`config.mk`:
```
export PLATFORM = sky130hd
export DESIGN_NAME = hpdcache_decoder_pipe
export DESIGN_NICKNAME = d
export VERILOG_FILES = /design/src/rtl/hpdcache_decoder_pkg.sv /design/src/rtl/hpdcache_decoder_core.sv /design/src/rtl/hpdcache_decoder_pipe.sv
export SDC_FILE = /design/constraint.sdc
export NUM_CORES = 1
export LEC_CHECK = 0
export BUFFER_PORTS_ARGS = -buffer_cell sky130_fd_sc_hd__buf_4
export CAP_MARGIN = 20
export CORE_UTILIZATION = 35
export DETAILED_ROUTE_END_ITERATION = 16
export PLACE_DENSITY = 0.66
export SETUP_SLACK_MARGIN = 0.05
export SLEW_MARGIN = 5
export SYNTH_ARGS = -nofsm -noshare
export SYNTH_HDL_FRONTEND = slang
export SYNTH_SLANG_ARGS = --single-unit
```
`constraint.sdc`:
```
create_clock -name clk_i -period 1.3 [get_ports clk_i]
set_input_delay 0.195 -clock clk_i [delete_from_list [all_inputs] [get_ports clk_i]]
set_output_delay 0.195 -clock clk_i [all_outputs]
set_load 0.005 [all_outputs]
```
`src/rtl/hpdcache_decoder_pkg.sv`:
```
// Shared types and the index-to-mask decode rule for the registered mask decoder.
package hpdcache_decoder_pkg;

  typedef enum logic [1:0] {
    ONEHOT = 2'd0,
    THERMO = 2'd1,
    RANGE  = 2'd2
  } dec_mode_e;

  // Widest mask the decode function can produce; callers slice their OUT_W bits.
  localparam int unsigned MAX_OUT_W = 64;

  // Returns {err, mask}. Any error forces the mask to zero (no saturation).
  function automatic logic [MAX_OUT_W:0] decode_mask(input logic [31:0] idx,
                                                     input logic [31:0] lo,
                                                     input dec_mode_e   mode,
                                                     input logic [31:0] out_w);
    logic [MAX_OUT_W-1:0] mask;
    logic                 err;
    logic [31:0]          i_ext;
    mask = '0;
    err  = (idx >= out_w) || ((mode == RANGE) && ((lo >= out_w) || (lo > idx)));
    for (int unsigned i = 0; i < MAX_OUT_W; i++) begin
      i_ext = i;
      if (i_ext < out_w) begin
        case (mode)
          ONEHOT:  mask[i] = (idx == i_ext);
          THERMO:  mask[i] = (i_ext <= idx);
          RANGE:   mask[i] = (lo <= i_ext) && (i_ext <= idx);
          default: mask[i] = 1'b0;
        endcase
      end
    end
    if (err) mask = '0;
    return {err, mask};
  endfunction

endpackage

```
`src/rtl/hpdcache_decoder_core.sv`:
```
// Purely combinational index decode: one-hot, thermometer or range mask plus error flag.
module hpdcache_decoder_core
  import hpdcache_decoder_pkg::*;
#(
  parameter int unsigned N     = 3,
  parameter int unsigned OUT_W = 8,
  parameter int unsigned MODE  = 0
) (
  input  logic [N-1:0]     idx_i,
  input  logic [N-1:0]     lo_i,
  output logic [OUT_W-1:0] mask_o,
  output logic             err_o
);

  localparam dec_mode_e MODE_E = dec_mode_e'(MODE[1:0]);

  logic [MAX_OUT_W:0] res;

  assign res    = decode_mask(32'(idx_i), 32'(lo_i), MODE_E, OUT_W);
  assign mask_o = res[OUT_W-1:0];
  assign err_o  = res[MAX_OUT_W];

  if (OUT_W < MAX_OUT_W) begin : g_spare
    logic unused_spare;
    assign unused_spare = ^res[MAX_OUT_W-1:OUT_W];
  end

endmodule

```
`src/rtl/hpdcache_decoder_pipe.sv`:
```
// Registered, valid/ready index decoder with a 2-entry skid buffer (output reg + skid reg).
module hpdcache_decoder_pipe
  import hpdcache_decoder_pkg::*;
#(
  parameter int unsigned N     = 3,
  parameter int unsigned OUT_W = 8,
  parameter int unsigned MODE  = 0
) (
  input  logic             clk_i,
  input  logic             rst_ni,
  input  logic             flush_i,
  input  logic             in_valid_i,
  output logic             in_ready_o,
  input  logic [N-1:0]     in_idx_i,
  input  logic [N-1:0]     in_lo_i,
  output logic             out_valid_o,
  input  logic             out_ready_i,
  output logic [OUT_W-1:0] out_mask_o,
  output logic             out_err_o
);

  if (N < 1 || N > 31) begin : g_bad_n
    $error("hpdcache_decoder_pipe: N must be in 1..31");
  end
  if (OUT_W < 1 || OUT_W > MAX_OUT_W || 64'(OUT_W) > (64'd1 << N)) begin : g_bad_out_w
    $error("hpdcache_decoder_pipe: OUT_W must be in 1..2**N (and <= MAX_OUT_W)");
  end
  if (MODE > 32'(RANGE)) begin : g_bad_mode
    $error("hpdcache_decoder_pipe: MODE must be 0, 1 or 2");
  end

  logic [OUT_W-1:0] dec_mask;
  logic             dec_err;

  hpdcache_decoder_core #(
    .N    (N),
    .OUT_W(OUT_W),
    .MODE (MODE)
  ) u_core (
    .idx_i (in_idx_i),
    .lo_i  (in_lo_i),
    .mask_o(dec_mask),
    .err_o (dec_err)
  );

  logic             or_valid_q, or_valid_d, or_err_q, or_err_d;
  logic [OUT_W-1:0] or_mask_q, or_mask_d;
  logic             sr_valid_q, sr_valid_d, sr_err_q, sr_err_d;
  logic [OUT_W-1:0] sr_mask_q, sr_mask_d;
  logic             ready_q, ready_d;
  logic             acc, pop;

  assign acc = in_valid_i & ready_q;
  assign pop = or_valid_q & out_ready_i;

  always_comb begin
    or_valid_d = or_valid_q;
    or_mask_d  = or_mask_q;
    or_err_d   = or_err_q;
    sr_valid_d = sr_valid_q;
    sr_mask_d  = sr_mask_q;
    sr_err_d   = sr_err_q;
    if (!or_valid_q || (pop && !sr_valid_q)) begin
      or_valid_d = acc;
      if (acc) begin
        or_mask_d = dec_mask;
        or_err_d  = dec_err;
      end
    end else if (pop) begin
      // Skid entry moves forward; a new beat can only arrive here if SR was empty.
      or_valid_d = 1'b1;
      or_mask_d  = sr_mask_q;
      or_err_d   = sr_err_q;
      sr_valid_d = acc;
      if (acc) begin
        sr_mask_d = dec_mask;
        sr_err_d  = dec_err;
      end
    end else if (acc) begin
      sr_valid_d = 1'b1;
      sr_mask_d  = dec_mask;
      sr_err_d   = dec_err;
    end
    if (flush_i) begin
      or_valid_d = 1'b0;
      sr_valid_d = 1'b0;
    end
    ready_d = ~sr_valid_d;
  end

  always_ff @(posedge clk_i) begin
    if (!rst_ni) begin
      or_valid_q <= 1'b0;
      or_mask_q  <= '0;
      or_err_q   <= 1'b0;
      sr_valid_q <= 1'b0;
      sr_mask_q  <= '0;
      sr_err_q   <= 1'b0;
      ready_q    <= 1'b1;
    end else begin
      or_valid_q <= or_valid_d;
      or_mask_q  <= or_mask_d;
      or_err_q   <= or_err_d;
      sr_valid_q <= sr_valid_d;
      sr_mask_q  <= sr_mask_d;
      sr_err_q   <= sr_err_d;
      ready_q    <= ready_d;
    end
  end

  assign in_ready_o  = ready_q;
  assign out_valid_o = or_valid_q;
  assign out_mask_o  = or_mask_q;
  assign out_err_o   = or_err_q;

endmodule

```
==> results of run 1 <==
## power by group through the flow
stage | registers, mW | logic [mW] | clock network [mW]
floorplan | 0.627 | 0.112 | 0
global placement | 0.626 | 0.194 | 0
detailed placement | 0.626 | 0.197 | 0
CTS | 0.613 | 0.207 | 0.317
global route | 0.615 | 0.257 | 0.346
finish | 0.612 | 0.237 | 0.306
## metal layers
metal	vias to the layer above	global-route usage (%)	part of all wire (%)
met5	-	0	0
met3	3	5.39	6.3
li1	472	-	-
met1	455	21.9	43
met2	32	23.6	50
met4	0	5.00	0.56
## per-stage QoR
step	power [mW]	hold slack (ns)
2_1_floorplan	0.739	0.312
3_3_place_gp	0.820	0.455
3_5_place_dp	0.823	0.454
4_1_cts	1.14	0.130
5_1_grt	1.22	0.141
6_report	1.16	0.139
## worst register-to-register path: cells and delay by family, from the launching register on
kind                   cells  cell delay (ns)
AOI/OAI and AO/OA          2             0.48
buffers and inverters      1             0.15
DFF                        1             0.35
and+or+nand+nor            1             0.16
## flip-flops by register name, summed over array words and instances (netlist names)
| name | cells |
|---|---|
| sr_mask_q | 8 |
| out_mask_o | 8 |
| in_ready_o | 1 |
| out_valid_o | 1 |
| sr_valid_q | 1 |
## worst paths after layout
| check | to | slack, ns |
|---|---|---|
| hold reg to reg | out_mask_o[0] | 0.47 |
| setup reg to reg | out_mask_o[2] | 0.04 |
| setup / recovery | out_mask_o[2] | 0.04 |
| hold / removal | sr_mask_q[7] | 0.14 |
## final cells by class
type,count,area share (%)
clock buffers,4,2.01
inverters,8,2.30
multi-input cells,74,44.9
flip-flops and latches,19,29.5
well taps,30,2.87
repair buffers,30,18.4
## cell usage in the layout, fill, tap and decap left out, drive strengths merged, types with 3 or more instances in the layout
cell type and instances:
a221oi 6, nand4 6, a21oi 10, nor3b 3, buf 30, dfxtp 19, nand2 3, o21ai 6
clkbuf 4, a311oi 6, o31ai 6, inv 8
## logic make-up after synthesis
logic type	Yosys count
and+or+nand+nor	29
AOI/OAI and AO/OA	44
buffers and inverters	20
DFF	19
other	1
## what timing repair did
| action | in CTS | in global routing |
|---|---|---|
| pin swaps | 6 | 4 |
| hold endpoints to repair | 0 | 0 |
| endpoints found under the setup margin | 8 | 14 |
| buffers inserted | 1 | 0 |
| resized for setup | 5 | 16 |
| hold buffers | 0 | 0 |
==> summary.md, run 1 <==
| Metric | Value |
|---|---|
| Status | complete, no violations |
| Post-synthesis xor/xnor area fraction | 0% |
| Final Hold Vio Count | 0 |
| Netlist Area Pre-Place | 992 µm² |
| Post-DRT Antenna Nets | 0 |
| Synth Net Count | 124 |
| Register area share after synthesis | 38.3% |
| Worst hold path class | in2reg |
| Total GRT Usage | 16.0% |
| FF+latch area | 385 µm² |
| Finished Core Util | 50.9% |
| DRT iter0 DRCs | 20 |
| Final worst-path setup slack | 0.0364 ns |
| Multiplexer area fraction after synthesis | 0% |
| Skew-Pair Late Insertion Delay | 0.30 ns |
| Row Count | 18 |
| H-tree depth | 1 |
| Worst setup startpoint | sr_valid_q |
| Clock Path Buffers | 2 |
| Die Wd | 55.2 µm |
| Most frequent cell after synthesis | dfxtp_1 |
| Max Clk Rate | 791 MHz |
| WL/cell | 15.2 µm |
| Root Driver | clkbuf_4 |
| Final setup fails | 0 |
| FF-to-FF path depth | 4 |
| Via count | 962 |
| Vias in the first global route | 852 |
| Placed Area | 1170 µm² |
| Gpl congestion | 0.864 |
| Setup tns final | 0 ns |
| Max incr delay on CP | 0.38 ns |
| Nets | 147 |
| Die Ht | 55.2 µm |
| Most frequent cells after synthesis | 19 x dfxtp_1, 10 x a21oi_1, 8 x inv_1 |
| Maximum vdd ir drop | 658 µV |
| MaxCap Viol Count | 0 |
| Placed insts | 160 |
| Die area | 3050 µm² |
| DR pass1 iterations | 4 |
| Simple-gate share of the synthesized area | 18.7% |
| Clock sinks | 19 |
| Cell Int Power | 831 µW |
| Hold Path Origin | rst_ni |
| Worst Clk Skew | 0.00397 ns |
| Area share of the largest cell type after synthesis | 38.3% |
| Post-synth cell types | 33 |
| Detailed Place HPWL | 1570 µm |
| Crit-path leading delay family | compound AO/OA/AOI/OAI gates |
| # DRC | 0 |
| Synth top area cells | dfxtp_1 38%, a221oi_1 5.3%, a311oi_1 5.3% |
| DR vias/cell | 5.83 |
| Worst path bufs/invs | 1 |
| Syn Area/Cell | 8.78 µm² |
| Crit-path slowest cell | a311oi_1 |
| Critical Path Stages | 4 |
| Final Routed Wirelength | 2520 µm |
| Seq pwr share | 52.9% |
| Post-Synth Adder-Cell Area | 0% |
| Hold path depth | 2 |
| Cell Chain, Critical Path | nand2b_4 > buf_6 > a311oi_1 > a221oi_2 |
| Crit end category | register |
| NetSw | 325 µW |
| CP required | 1.48 ns |
| Leakage power | 0.488 nW |
| Gr ovfl total | 0 |
| Crit Path Category | reg2reg |
| Clk slew on worst S/H paths | 0.11 ns |
| Largest net degree at the start of global routing | 17 |
| TritonCTS clock tree | yes |
| Synth async-reset ratio | 0% |
| YS warnings | 0 |
| Initial antenna violation count | 0 |
| Main combinational cell family by area after synthesis | compound AO/OA/AOI/OAI gates |
| RSZ-0062 raised after global routing | yes |
| P per Cell Area | 885 nW/µm² |
| Slew Limit Fails | 0 |
| Main flop type after synthesis | dfxtp_1 |
| Crit share post-route | 97.2% |
| Comb power frac | 20.5% |
| Area leader, netlist | dfxtp_1 |
| # port buffers | 17 |
| Switching share of power | 28.1% |
| Filler cells | 250 |
| Gate Count Post-Synth | 113 |
| Clock network power share | 26.5% |
| Period minus WS final | 1.26 ns |
| Total CTS buffers | 3 |
| Synthesis-to-finish area growth | 31.7% |
| Worst r2r src | sr_valid_q |
| #FFs+latches synth | 19 |
| Worst-path fanout max | 12 |
| Global-route wire length before repair | 3900 µm |
| Multi-input gate area | 587 µm² |
| Compound-gate portion of the synthesized area | 32.0% |
| Post-synth EDFFs | 0 |
| Top Ports | 22 |
| Layout Cell Area excl Fill | 1310 µm² |
| Setup WS pre-CTS | -0.0279 ns |
| Cell Count, Final, Fillers Out | 165 |
| Core footprint | 2570 µm² |
| CP Launch Type | register |
| Fraction of layout cells with a size suffix above 1 | 37.8% |
| # diodes | 0 |
| Arr. time, crit path | 1.44 ns |
| Starting Density | 38.6% |
No activity file was read; power rests on OpenSTA's default activity.
==> run 2: changes to the inputs <==
Settings changed: CORE_ASPECT_RATIO from default to 0.7, PLACE_DENSITY 0.66 to default.
==> summary.md, run 2 (synthesized netlist as in run 1, its figures left out) <==
| Metric | Value |
|---|---|
| Status | complete, no violations |
| Clock network power share | 32.7% (+6.2 points) |
| DRT iter0 DRCs | 60 (+200%) |
| # DRC | 0 (unchanged) |
| Layout Cell Area excl Fill | 1270 µm² (-3.1%) |
| Skew-Pair Late Insertion Delay | 0.25 ns (-0.05 ns) |
| DR pass1 iterations | 4 (unchanged) |
| P per Cell Area | 976 nW/µm² (+10%) |
| Crit-path most repeated cell | buf_4 |
| Period minus WS final | 1.21 ns (-0.0553 ns) |
| Maximum vdd ir drop | 595 µV (-9.5%) |
| Via count | 945 (-1.8%) |
| Crit Path Category | reg2out |
| Final Hold Vio Count | 0 (unchanged) |
| Total power | 1.24 mW (+7.0%) |
| MaxCap Viol Count | 0 (unchanged) |
| Reg2reg end | out_mask_o[7] |
| Worst r2r src | out_valid_o |
| Die area | 3060 µm² (+0.10%) |
| Clock sinks | 19 (unchanged) |
| Global-route wire length before repair | 3950 µm (+1.2%) |
| Post-DRT Antenna Nets | 0 (unchanged) |
| Seq pwr share | 49.6% (-3.3 points) |
| Switching share of power | 25.2% (-2.9 points) |
| # port buffers | 17 (unchanged) |
| Setup WS pre-CTS | 0.0126 ns (+0.0405 ns) |
| Gpl congestion | 0.780 (-9.7%) |
| Vias in the first global route | 779 (-8.6%) |
| Worst-path fanout max | 20 (+8) |
| RSZ-0062 raised after global routing | yes |
| Crit share post-route | 92.9% (-4.3 points) |
| Cts hold-fix bufs | 0 (unchanged) |
| Slew Limit Fails | 0 (unchanged) |
| Leakage power | 0.479 nW (-1.8%) |
| Total CTS buffers | 3 (unchanged) |
| Largest net degree at the start of global routing | 21 (+4) |
| Die Wd | 65.6 µm (+19%) |
| NetSw | 312 µW (-4.0%) |
| Placed Area | 1160 µm² (-0.85%) |
| Hold path depth | 2 (unchanged) |
| Worst Clk Skew | 0.000731 ns (-0.00324 ns) |
| Comb power frac | 17.6% (-2.9 points) |
| Final setup fails | 0 (unchanged) |
| Crit-path slowest cell | dfxtp_2 |
| Hold Path Sink | sr_mask_q[6] |
| Leading cell type in the layout, fill and taps excluded | buf_4 |
| Detailed Place HPWL | 1790 µm (+14%) |
| Fraction of layout cells with a size suffix above 1 | 31.6% (-6.2 points) |
| Crit-path leading delay family | buffers and inverters |
| Arr. time, crit path | 1.01 ns (-0.43 ns) |
| Crit end category | output port |
| Die Ht | 46.5 µm (-16%) |
| Top Ports | 22 (unchanged) |
| Cell Int Power | 924 µW (+11%) |
| Final Routed Wirelength | 2450 µm (-2.5%) |
| Final worst-path setup slack | 0.0917 ns (+0.0553 ns) |
| # diodes | 0 (unchanged) |
| Worst hold path class | in2reg |
| Worst path bufs/invs | 2 (+1) |
| Nets | 145 (-1.4%) |
| Clock Path Buffers | 2 (unchanged) |
| WL/cell | 14.7 µm (-3.7%) |
| Hold Path Origin | rst_ni |
| TritonCTS clock tree | yes |
| Leading cell types in the layout, fill and taps excluded | 24 x buf_4, 17 x dfxtp_1, 10 x a21oi_1 |
| Root Driver | clkbuf_8 |
| FF-to-FF path depth | 3 (-1) |
| Row Count | 15 (-3) |
| Reg-to-reg slack, setup | 0.11 ns (+0.07 ns) |
| Total GRT Usage | 17.8% (+1.8 points) |
| CP Launch Type | register |
| Gr ovfl total | 0 (unchanged) |
| Cell Chain, Critical Path | buf_4 > buf_4 |
| CP required | 1.11 ns (-0.37 ns) |
| Max Clk Rate | 828 MHz (+4.6%) |
| Max incr delay on CP | 0.36 ns (-0.02 ns) |
| Starting Density | 38.6% (-0.056 points) |
| Core footprint | 2570 µm² (+0.15%) |
| Clk slew on worst S/H paths | 0.07 ns (-0.04 ns) |
| H-tree depth | 1 (unchanged) |
| DR vias/cell | 5.66 (-2.9%) |
| Initial antenna violation count | 0 (unchanged) |
| Synthesis-to-finish area growth | 27.6% |
run 2: cell count changes in the layout (fill, tap and decap cells not counted), sizes merged:
cell | before | now
buf | 30 | 28
run 2: worst max-delay path by stage:
stage                    end   startpoint  depth (start not counted)  slack (ns)
2_1_floorplan  out_mask_o[7]  out_valid_o                          5      -0.002
3_3_place_gp   out_mask_o[5]   sr_valid_q                          4        0.02
3_5_place_dp   out_mask_o[1]   sr_valid_q                          4        0.01
4_1_cts        out_mask_o[1]   sr_valid_q                          4        0.06
5_1_grt        out_mask_o[1]   sr_valid_q                          4        0.02
6_report         out_valid_o  out_valid_o                          2        0.09
run 2: cell type report:
| class | instances | area, µm² |
|---|---|---|
| clock buffers | 4 | 45.0 |
| multi-input cells | 74 | 541 |
| inverters | 8 | 30.0 |
| well taps | 34 | 42.5 |
| repair buffers | 28 | 225 |
| flip-flops and latches | 19 | 383 |
| fillers | 240 | 1310 |
run 2: metal layers:
layer	up-vias	GRT usage [%]	wire, µm
li1	466	-	-
met1	439	26.1	1230
met2	38	24.5	1030
met3	2	6.93	176
met4	0	2.61	9
met5	-	0	0
run 2: power by group through the flow:
stage,clock [mW],sequential [mW],combinational (mW)
detailed placement,0,0.626,0.198
global route,0.454,0.615,0.238
CTS,0.418,0.613,0.208
finish,0.405,0.613,0.218
global placement,0,0.625,0.195
floorplan,0,0.627,0.112
run 2: metrics by stage:
stage	cells	TNS, ns	utilization, %	hold WS, ns
2_1_floorplan	113	-0.00322	-	0.312
3_3_place_gp	162	0	45.3	0.458
3_5_place_dp	162	0	45.3	0.463
4_1_cts	166	0	48.1	0.197
5_1_grt	167	0	49.2	0.202
6_report	167	0	49.2	0.198
run 2: repair_timing:
action                                  in CTS  in global routing
pin swaps                                    0                  1
gates cloned                                 0                  0
gates resized for setup                      6                  7
setup buffers                                0                  1
endpoints found under the setup margin      11                 13
==> run 3: changes to the inputs <==
Settings changed: CTS_BUF_LIST from default to sky130_fd_sc_hd__clkbuf_4, SKIP_LAST_GASP from default to 1.
==> summary.md, run 3 (synthesized netlist as in run 1, its figures left out) <==
| Metric | Value |
|---|---|
| Status | complete, no violations |
| Total GRT Usage | 17.5% (-0.32 points) |
| Period minus WS final | 1.20 ns (-0.0119 ns) |
| Placed insts | 162 (unchanged) |
| H-tree depth | 1 (unchanged) |
| Root Driver | clkbuf_4 |
| Die area | 3060 µm² (unchanged) |
| Worst-path fanout max | 20 (unchanged) |
| Final worst-path setup slack | 0.104 ns (+0.0119 ns) |
| Detailed Place HPWL | 1790 µm (unchanged) |
| Die Ht | 46.5 µm (unchanged) |
| Top Ports | 22 (unchanged) |
| Initial antenna violation count | 0 (unchanged) |
| Gr ovfl total | 0 (unchanged) |
| # diodes | 0 (unchanged) |
| NetSw | 303 µW (-2.7%) |
| TritonCTS clock tree | yes |
| RSZ-0062 raised after global routing | yes |
| Maximum vdd ir drop | 510 µV (-14%) |
| Largest net degree at the start of global routing | 21 (unchanged) |
| Skew-Pair Late Insertion Delay | 0.29 ns (+0.04 ns) |
| Seq pwr share | 53.2% (+3.6 points) |
| Cell Chain, Critical Path | buf_8 > buf_4 |
| Arr. time, crit path | 1.00 ns (about the same) |
| Synthesis-to-finish area growth | 29.1% |
| Max Clk Rate | 836 MHz (+0.99%) |
| Cts hold-fix bufs | 0 (unchanged) |
| Die Wd | 65.6 µm (unchanged) |
| Nets | 145 (unchanged) |
| Post-DRT Antenna Nets | 0 (unchanged) |
| DR vias/cell | 5.67 (+0.21%) |
| CP required | 1.11 ns (about the same) |
| Vias in the first global route | 781 (+0.26%) |
| Switching share of power | 26.3% (+1.1 points) |
| Worst hold path class | in2reg |
| Final setup fails | 0 (unchanged) |
| WL/cell | 14.9 µm (+1.3%) |
| P per Cell Area | 900 nW/µm² (-7.8%) |
| Final Routed Wirelength | 2480 µm (+1.3%) |
| Total CTS buffers | 3 (unchanged) |
| Comb power frac | 19.6% (+2.0 points) |
| Row Count | 15 (unchanged) |
| Gpl congestion | 0.780 (unchanged) |
| # DRC | 0 (unchanged) |
| Clock network power share | 27.2% (-5.5 points) |
| Worst Clk Skew | 0.00542 ns (+0.00469 ns) |
| Worst path bufs/invs | 2 (unchanged) |
| Leading cell types in the layout, fill and taps excluded | 23 x buf_4, 16 x dfxtp_1, 10 x a21oi_1 |
| Core footprint | 2570 µm² (unchanged) |
| Clock sinks | 19 (unchanged) |
| Final Hold Vio Count | 0 (unchanged) |
| Starting Density | 38.6% (unchanged) |
| # port buffers | 17 (unchanged) |
| Cell Count, Final, Fillers Out | 167 (unchanged) |
| Crit-path leading delay family | flip-flops |
| Global-route wire length before repair | 3900 µm (-1.2%) |
| DR pass1 iterations | 4 (unchanged) |
| WHS | 0.155 ns (-0.0435 ns) |
| Crit-path slowest cell | dfxtp_2 |
| Crit share post-route | 92.0% (-0.91 points) |
| Crit Path Category | reg2out |
| Clk slew on worst S/H paths | 0.11 ns (+0.04 ns) |
| Cell Int Power | 850 µW (-8.0%) |
| MaxCap Viol Count | 0 (unchanged) |
| CP Launch Type | register |
| Via count | 947 (+0.21%) |
| Slew Limit Fails | 0 (unchanged) |
| Leading cell type in the layout, fill and taps excluded | buf_4 |
| Leakage power | 0.479 nW (about the same) |
| Setup WS pre-CTS | 0.0126 ns (unchanged) |
| Filler cells | 236 (-1.7%) |
| Crit end category | output port |
| DRT iter0 DRCs | 57 (-5.0%) |
| Clock Path Buffers | 2 (unchanged) |
| Max incr delay on CP | 0.39 ns (+0.03 ns) |
| Fraction of layout cells with a size suffix above 1 | 35.3% (+3.8 points) |
==> run 3: changes by cell type in the layout (fill, tap and decap cells not counted), sizes merged <==
cell	change
buf	-1
clkdlybuf4s15	+1
==> run 3: worst reg2reg max path: cells and delay by family (launching register included) <==
| kind | cells | cell delay, ns |
|---|---|---|
| flip-flops | 1 | 0.36 |
| AND/OR/NAND/NOR | 2 | 0.42 |
| AO/OA/AOI/OAI | 1 | 0.30 |
==> run 3: timing repair <==
item / 4_1_cts / 5_1_grt
cloned: 0 / 1
buffers inserted: 0 / 0
resized for setup: 7 / 11
pin swaps: 0 / 1
endpoints found under the setup margin: 13 / 15
==> run 3: path summary, 6_finish.rpt <==
kind                       from             to  slack [ns]  cells after the start
setup / recovery    out_valid_o    out_valid_o        0.10                      2
hold / removal           rst_ni   sr_mask_q[6]        0.15                      2
setup reg to reg    out_valid_o  out_mask_o[6]        0.10                      3
hold reg to reg   out_mask_o[1]  out_mask_o[1]        0.48                      2
==> run 3: area by class of cell <==
class                   instances  area [µm²]  area share [%]
multi-input cells              74         562            43.8
flip-flops and latches         19         384            30.0
clock buffers                   4        30.0            2.34
well taps                      34        42.5            3.32
repair buffers                 28         233            18.2
inverters                       8        30.0            2.34
==> run 3: metrics by stage <==
step                total power, mW  area [µm²]  TNS (ns)  utilization [%]
global route                   1.22        1280         0             49.8
finish                         1.15        1280         0             49.8
floorplan                     0.739         995  -0.00322                -
global placement              0.820        1160         0             45.3
detailed placement            0.824        1160         0             45.3
CTS                            1.15        1230         0             47.7
==> run 3: routing by layer <==
layer / part of all wire (%) / routed length [µm] / vias up / global-route usage, %
met4: 0.68 / 17 / 0 / 2.61
met5: 0 / 0 / - / 0
met2: 43 / 1060 / 40 / 25.1
li1: - / - / 466 / -
met3: 7.2 / 180 / 4 / 6.19
met1: 49 / 1220 / 437 / 25.2
==> run 3: power groups by stage <==
stage | clock [mW] | combinational, mW | sequential, mW
detailed placement | 0 | 0.198 | 0.626
floorplan | 0 | 0.112 | 0.627
finish | 0.314 | 0.227 | 0.613
CTS | 0.326 | 0.209 | 0.613
global route | 0.360 | 0.247 | 0.616
global placement | 0 | 0.195 | 0.625
